`src/rtl/cb_mem_arbiter_pkg.sv`:
```
// Shared types for the core-bus memory arbiter: master ids, arbiter states
// and the core-bus request/response bundles.
package cb_mem_arbiter_pkg;

  localparam int CB_ARB_MAX_OUT = 4;

  typedef enum logic {CB_MST_INSTR, CB_MST_LSU} cb_mst_id_t;
  typedef enum logic {ARB_IDLE, ARB_LOCK} cb_arb_st_t;

  // Master-to-slave direction of the AXI-like core bus.
  typedef struct packed {
    logic        ar_valid;
    logic [31:0] ar_addr;
    logic [2:0]  ar_prot;
    logic        r_ready;
    logic        aw_valid;
    logic [31:0] aw_addr;
    logic [2:0]  aw_prot;
    logic        w_valid;
    logic [31:0] w_data;
    logic [3:0]  w_strb;
    logic        b_ready;
  } s_cb_mosi_t;

  typedef struct packed {
    logic        ar_ready;
    logic        r_valid;
    logic [31:0] r_data;
    logic [1:0]  r_resp;
    logic        r_last;
    logic        aw_ready;
    logic        w_ready;
    logic        b_valid;
    logic [1:0]  b_resp;
  } s_cb_miso_t;

endpackage

```
`src/rtl/cb_mem_arbiter_fifo.sv`:
```
// In-order FIFO of master ids, one entry per outstanding read burst.
module cb_arb_fifo
  import cb_mem_arbiter_pkg::*;
#(
  parameter int DEPTH = CB_ARB_MAX_OUT
) (
  input  logic                         clk,
  input  logic                         rst,
  input  logic                         push_i,
  input  cb_mst_id_t                   id_i,
  input  logic                         pop_i,
  output cb_mst_id_t                   head_o,
  output logic                         full_o,
  output logic                         empty_o,
  output logic [$clog2(DEPTH+1)-1:0]   count_o
);

  localparam int PW = $clog2(DEPTH);
  localparam int CW = $clog2(DEPTH + 1);

  cb_mst_id_t      mem_q [DEPTH];
  logic [PW-1:0]   wr_ptr_q, rd_ptr_q;
  logic [CW-1:0]   count_q;
  logic            do_push, do_pop;

  assign full_o  = (count_q == CW'(DEPTH));
  assign empty_o = (count_q == '0);
  assign count_o = count_q;
  assign head_o  = mem_q[rd_ptr_q];

  assign do_push = push_i && !full_o;
  assign do_pop  = pop_i && !empty_o;

  // Power-of-two depth lets the pointers wrap naturally.
  always_ff @(posedge clk) begin
    if (rst) begin
      wr_ptr_q <= '0;
      rd_ptr_q <= '0;
      count_q  <= '0;
    end else begin
      if (do_push) wr_ptr_q <= wr_ptr_q + PW'(1);
      if (do_pop)  rd_ptr_q <= rd_ptr_q + PW'(1);
      case ({do_push, do_pop})
        2'b10:   count_q <= count_q + CW'(1);
        2'b01:   count_q <= count_q - CW'(1);
        default: count_q <= count_q;
      endcase
    end
  end

  always_ff @(posedge clk) begin
    if (do_push) mem_q[wr_ptr_q] <= id_i;
  end

endmodule

```
`src/rtl/cb_mem_arbiter.sv`:
```
// Shares one core-bus memory port between fetch (read-only) and LSU masters,
// arbitrating AR and steering read data back in issue order.
module cb_mem_arbiter
  import cb_mem_arbiter_pkg::*;
#(
  parameter int MAX_OUT = CB_ARB_MAX_OUT,
  parameter bit RR_EN   = 1'b1
) (
  input  logic                          clk,
  input  logic                          rst,
  input  s_cb_mosi_t                    instr_cb_mosi_i,
  output s_cb_miso_t                    instr_cb_miso_o,
  input  s_cb_mosi_t                    lsu_cb_mosi_i,
  output s_cb_miso_t                    lsu_cb_miso_o,
  output s_cb_mosi_t                    mem_cb_mosi_o,
  input  s_cb_miso_t                    mem_cb_miso_i,
  output logic [$clog2(MAX_OUT+1)-1:0]  outstanding_o,
  output logic                          orphan_rsp_o
);

  cb_arb_st_t  arb_st_q;
  cb_mst_id_t  grant_q, last_grant_q;
  cb_mst_id_t  grant;
  logic        grant_vld;
  logic        ar_hs;

  cb_mst_id_t  fifo_head;
  logic        fifo_full, fifo_empty, fifo_pop;
  s_cb_mosi_t  sel_mosi;

  logic        unused_instr_wr;

  // A locked grant ignores the other master so the AR payload stays stable.
  always_comb begin
    grant     = CB_MST_INSTR;
    grant_vld = 1'b0;
    if (arb_st_q == ARB_LOCK) begin
      grant     = grant_q;
      grant_vld = (grant_q == CB_MST_LSU) ? lsu_cb_mosi_i.ar_valid
                                          : instr_cb_mosi_i.ar_valid;
    end else if (!fifo_full) begin
      if (RR_EN) begin
        if (instr_cb_mosi_i.ar_valid && lsu_cb_mosi_i.ar_valid)
          grant = (last_grant_q == CB_MST_LSU) ? CB_MST_INSTR : CB_MST_LSU;
        else if (lsu_cb_mosi_i.ar_valid)
          grant = CB_MST_LSU;
      end else if (lsu_cb_mosi_i.ar_valid) begin
        grant = CB_MST_LSU;
      end
      grant_vld = instr_cb_mosi_i.ar_valid || lsu_cb_mosi_i.ar_valid;
    end
  end

  assign sel_mosi = (grant == CB_MST_LSU) ? lsu_cb_mosi_i : instr_cb_mosi_i;
  assign ar_hs    = grant_vld && mem_cb_miso_i.ar_ready;

  always_ff @(posedge clk) begin
    if (rst) begin
      arb_st_q     <= ARB_IDLE;
      grant_q      <= CB_MST_INSTR;
      last_grant_q <= CB_MST_LSU;
    end else if (ar_hs) begin
      arb_st_q     <= ARB_IDLE;
      last_grant_q <= grant;
    end else if (grant_vld) begin
      arb_st_q     <= ARB_LOCK;
      grant_q      <= grant;
    end
  end

  cb_arb_fifo #(.DEPTH(MAX_OUT)) u_fifo (
    .clk     (clk),
    .rst     (rst),
    .push_i  (ar_hs),
    .id_i    (grant),
    .pop_i   (fifo_pop),
    .head_o  (fifo_head),
    .full_o  (fifo_full),
    .empty_o (fifo_empty),
    .count_o (outstanding_o)
  );

  // With nothing outstanding an R beat has no owner; it is accepted and dropped.
  always_comb begin
    mem_cb_mosi_o   = '0;
    instr_cb_miso_o = '0;
    lsu_cb_miso_o   = '0;

    mem_cb_mosi_o.ar_valid = grant_vld;
    mem_cb_mosi_o.ar_addr  = sel_mosi.ar_addr;
    mem_cb_mosi_o.ar_prot  = sel_mosi.ar_prot;
    if (grant == CB_MST_LSU) lsu_cb_miso_o.ar_ready   = grant_vld && mem_cb_miso_i.ar_ready;
    else                     instr_cb_miso_o.ar_ready = grant_vld && mem_cb_miso_i.ar_ready;

    mem_cb_mosi_o.aw_valid = lsu_cb_mosi_i.aw_valid;
    mem_cb_mosi_o.aw_addr  = lsu_cb_mosi_i.aw_addr;
    mem_cb_mosi_o.aw_prot  = lsu_cb_mosi_i.aw_prot;
    mem_cb_mosi_o.w_valid  = lsu_cb_mosi_i.w_valid;
    mem_cb_mosi_o.w_data   = lsu_cb_mosi_i.w_data;
    mem_cb_mosi_o.w_strb   = lsu_cb_mosi_i.w_strb;
    mem_cb_mosi_o.b_ready  = lsu_cb_mosi_i.b_ready;
    lsu_cb_miso_o.aw_ready = mem_cb_miso_i.aw_ready;
    lsu_cb_miso_o.w_ready  = mem_cb_miso_i.w_ready;
    lsu_cb_miso_o.b_valid  = mem_cb_miso_i.b_valid;
    lsu_cb_miso_o.b_resp   = mem_cb_miso_i.b_resp;

    if (fifo_empty) begin
      mem_cb_mosi_o.r_ready = mem_cb_miso_i.r_valid;
    end else if (fifo_head == CB_MST_LSU) begin
      lsu_cb_miso_o.r_valid = mem_cb_miso_i.r_valid;
      lsu_cb_miso_o.r_data  = mem_cb_miso_i.r_data;
      lsu_cb_miso_o.r_resp  = mem_cb_miso_i.r_resp;
      lsu_cb_miso_o.r_last  = mem_cb_miso_i.r_last;
      mem_cb_mosi_o.r_ready = lsu_cb_mosi_i.r_ready;
    end else begin
      instr_cb_miso_o.r_valid = mem_cb_miso_i.r_valid;
      instr_cb_miso_o.r_data  = mem_cb_miso_i.r_data;
      instr_cb_miso_o.r_resp  = mem_cb_miso_i.r_resp;
      instr_cb_miso_o.r_last  = mem_cb_miso_i.r_last;
      mem_cb_mosi_o.r_ready   = instr_cb_mosi_i.r_ready;
    end
  end

  assign fifo_pop     = !fifo_empty && mem_cb_miso_i.r_valid && mem_cb_mosi_o.r_ready
                        && mem_cb_miso_i.r_last;
  assign orphan_rsp_o = fifo_empty && mem_cb_miso_i.r_valid;

  assign unused_instr_wr = ^{instr_cb_mosi_i.aw_valid, instr_cb_mosi_i.aw_addr,
                             instr_cb_mosi_i.aw_prot, instr_cb_mosi_i.w_valid,
                             instr_cb_mosi_i.w_data, instr_cb_mosi_i.w_strb,
                             instr_cb_mosi_i.b_ready};

  // A master that withdraws AR before its handshake breaks the locked grant.
  ar_held_a: assert property (@(posedge clk) disable iff (rst)
                              (arb_st_q == ARB_LOCK) |-> grant_vld);

endmodule
```
`config.mk`:
```
export PLATFORM = sky130hd
export DESIGN_NAME = cb_mem_arbiter
export DESIGN_NICKNAME = d
export VERILOG_FILES = /design/src/rtl/cb_mem_arbiter_pkg.sv /design/src/rtl/cb_mem_arbiter_fifo.sv /design/src/rtl/cb_mem_arbiter.sv
export SDC_FILE = /design/constraint.sdc
export NUM_CORES = 1
export LEC_CHECK = 0
export CAP_MARGIN = 20
export CORE_AREA = 2 2 182 184
export DETAILED_ROUTE_END_ITERATION = 8
export DIE_AREA = 0 0 184 186
export HOLD_SLACK_MARGIN = 0.06
export PLACE_DENSITY_LB_ADDON = 0.08
export REMOVE_ABC_BUFFERS = 1
export SYNTH_ARGS = -nofsm -noshare
export SYNTH_HDL_FRONTEND = slang
export SYNTH_SLANG_ARGS = --single-unit
export TNS_END_PERCENT = 10
```
`constraint.sdc`:
```
create_clock -name clk -period 4.65 [get_ports clk]
set_input_delay 0.465 -clock clk [delete_from_list [all_inputs] [get_ports clk]]
set_output_delay 0.465 -clock clk [all_outputs]
set_load 0.005 [all_outputs]
```
==> results.py <==
metrics = {
    "synth": {
        "synth_cell_type_count": 33,
        "ys_ff_latch": 16,
        "ys_seq_area_frac": 0.149,
        "post_synth.cell_area_avg_sq_um": 7.99,
        "synth_cells": 302,
        "netlist_area_sq_um": 2410,
        "yosys_warnings": 0,
    },
    "final_layout": {
        "area.growth.synth_to_final_pct": 92.0,
        "fillers": 3646,
        "multi_input_comb_area_sq_um": 1370,
        "fraction_of_final_layout_cells_sized_beyond_drive_strength_1": 0.112,
        "diodes": 0,
        "finish.cell_count_without_fillers": 844,
        "final-seq-area_sq_um": 360,
        "finalNetCount": 709,
        "fin_area_sq_um": 4630,
    },
    "worst_setup_path": {
        "type_of_origin_of_the_critical_path": "input port",
        "worst-r2r-cell-count": 8,
        "worst-endpoint-arrival_ns": 2.79,
        "path_max_fanout": 43,
        "criticalPathCategory": "in2out",
        "required_ns": 4.18,
        "critical_path.endpoint_type": "output port",
    },
    "pwr": {
        "fraction_of_power_consumed_by_sequential_logic": 0.188,
        "net-switching-power_uw": 284,
        "pwr-share-clk": 0.189,
        "leakagePower_uw": 0.00177,
        "combPwrFrac": 0.623,
        "power_switching_share": 0.319,
        "vdd_ir_drop_max_mv": 0.103,
        "power.internal_uw": 608,
        "power_density_nw_per_um2": 193,
    },
    "timing": {
        "rsz0062_at_grt": "false",
        "timing.final.max_slew_violations": 0,
        "final.min_clock_period_ns": 3.26,
        "fmax_ghz": 0.307,
        "slew_headroom": 0.334,
        "timing_worst_slew_pin_value_ns": 0.997,
        "finalHoldViolCount": 0,
        "finClkSkew_ns": 0.00224,
        "setup_viol_count_final": 0,
        "tns_setup_ns": 0,
        "final_min_period_over_clock_period": 0.700,
    },
    "detailed_routing": {
        "route.final.wire_length_um": 20500,
        "drt_iter0_markers": 79,
        "drc": 0,
        "wl_per_cell_um": 24.3,
        "dr.pass1.iters": 4,
        "antenna_violating_nets_post_route": 0,
        "route.vias.total": 2742,
        "route.detailed.vias_per_inst": 3.25,
    },
    "global_routing": {
        "overall_routing_resource_usage": 0.115,
        "grt_antenna_before_repair": 0,
        "globalRoute.totalOverflow": 0,
        "grt_max_degree": 69,
        "number_of_global_route_vias_before_repair": 2805,
        "grt_pass1_wl_um": 26100,
    },
    "placement": {
        "placedCellCount": 839,
        "io_buffer_count": 227,
        "placedInstanceArea_sq_um": 4530,
        "place.gp.congestion": 0.775,
        "sum_of_net_half_perimeters_after_detailed_placement_um": 18200,
    },
    "clock_network": {
        "cts_resized": 0,
        "cts.path.max_buffers": 2,
        "numCtsBuffers": 3,
        "tritoncts": "yes",
        "insertion_delay_ns": 0.24,
        "cts.hold.buffers_added": 0,
        "number_of_buffers_inserted_to_repair_setup_after_cts": 0,
        "clock-sinks": 16,
        "htree_levels": 1,
        "path_clk_slew_ns": 0.05,
        "cts.root.buffer_cell": "clkbuf_16",
    },
    "flow_run": {
        "timing.max_cap.violations": 0,
    },
    "status": {
        "status": "finished clean",
    },
    "die": {
        "num_io_pins": 465,
        "placeableCoreArea_sq_um": 32200,
        "die_width_um": 184,
        "placementRows": 66,
        "effective_utilization_at_floorplan": 0.0749,
        "die_h_um": 186,
        "design.die.area_sq_um": 34200,
    },
    "worst_hold_path": {
        "holdPathStages": 2,
        "hp-class": "reg2reg",
    },
}
-- worst max-delay path: stages --
cell             delay (ns)
clkdlybuf4s50_1        0.50
a21bo_2                0.25
o31ai_4                0.15
buf_4                  0.49
mux2_2                 0.39
clkdlybuf4s50_1        0.50
-- final timing paths --
check,slack [ns],endpoint,from
setup / recovery,1.39,mem_cb_mosi_o[86],lsu_cb_mosi_i[110]
hold / removal,0.50,register,u_fifo.rd_ptr_q[1]
setup reg to reg,1.41,u_fifo.count_o[2],register
hold reg to reg,0.50,register,u_fifo.rd_ptr_q[1]
-- routing by layer --
layer  GRT usage  wire (um)  vias to the layer above
li1            -          -                     1201
met1      0.0825       5280                     1175
met2       0.189       9120                      360
met3       0.149       6030                        4
met4     0.00832         38                        2
met5      0.0163         74                        -
-- synthesized netlist by cell type --
cell | instances | area, sq um
nor2_1 | 30 | 113
xor2_1 | 1 | 8.76
a211oi_1 | 2 | 15.0
dfxtp_1 | 12 | 240
edfxtp_1 | 4 | 120
a21oi_1 | 5 | 25.0
mux2_2 | 36 | 405
a21bo_2 | 1 | 10.0
nor2b_1 | 1 | 6.26
o31ai_1 | 1 | 7.51
nor3_1 | 1 | 5.00
a2111oi_4 | 1 | 27.5
nor4b_1 | 1 | 8.76
mux4_2 | 1 | 22.5
mux2i_2 | 1 | 13.8
nor3b_1 | 2 | 15.0
buf_2 | 4 | 20.0
conb_1 | 1 | 3.75
and3_1 | 57 | 357
nand4_1 | 1 | 6.26
clkbuf_1 | 14 | 52.6
inv_1 | 5 | 18.8
fa_1 | 1 | 20.0
mux2_1 | 2 | 22.5
nand2_1 | 10 | 37.5
ha_1 | 5 | 62.6
or3_1 | 3 | 18.8
nor3_2 | 1 | 10.0
xnor2_1 | 2 | 17.5
and2_1 | 4 | 25.0
mux2i_1 | 5 | 50.1
o21ai_0 | 2 | 10.0
buf_4 | 85 | 638
-- stage by stage --
stage / total power (uW) / util / setup slack (ns) / hold WS (ns)
after CTS: 903 / 0.143 / 1.32 / 0.508
after floorplan: 359 / - / -0.0104 / 0.452
after detailed placement: 725 / 0.141 / 1.33 / 0.501
after global placement: 730 / 0.141 / 1.33 / 0.489
after global routing: 966 / 0.144 / 1.18 / 0.528
final: 892 / 0.144 / 1.39 / 0.501
-- power groups by stage --
stage | combinational, uW | clock [uW] | sequential, uW
after floorplan | 193 | 0 | 166
final | 556 | 168 | 167
after CTS | 558 | 178 | 168
after detailed placement | 554 | 0 | 171
after global routing | 612 | 184 | 170
after global placement | 560 | 0 | 170
-- cell type report --
cell class / count / area share
sequential: 16 / 0.0778
clock inverter: 1 / 0.000810
multi-input combinational: 182 / 0.295
tap: 408 / 0.110
clock buffer: 3 / 0.0162
inverter: 5 / 0.00405
timing repair buffer: 229 / 0.496
-- placed cells by master, fill, tap and decap left out, types with 2 or more instances in the layout --
cell / n
clkdlybuf4s50_1: 227
and3_1: 57
mux2_2: 36
nor2_1: 30
dfxtp_1: 12
nand2_1: 10
inv_1: 5
mux2i_1: 5
ha_1: 5
conb_1: 5
and2_1: 4
a21oi_1: 4
edfxtp_1: 4
clkbuf_16: 3
nor3b_1: 2
a211oi_1: 2
mux2_1: 2
o21ai_0: 2
or3_1: 2
xnor2_1: 2
-- kinds of logic (layout without fill, tap and decap cells) --
logic type / after synthesis / in the layout / synth area share
multiplexers: 45 / 45 / 0.213
adder cells (fa/ha/maj): 6 / 6 / 0.0342
buffers and inverters: 108 / 238 / 0.302
AND/OR/NAND/NOR: 111 / 111 / 0.249
other: 1 / 5 / 0.00155
XOR/XNOR: 3 / 3 / 0.0109
flip-flops: 16 / 16 / 0.149
AO/OA/AOI/OAI: 12 / 12 / 0.0394
(Power assumes the default switching activity.)
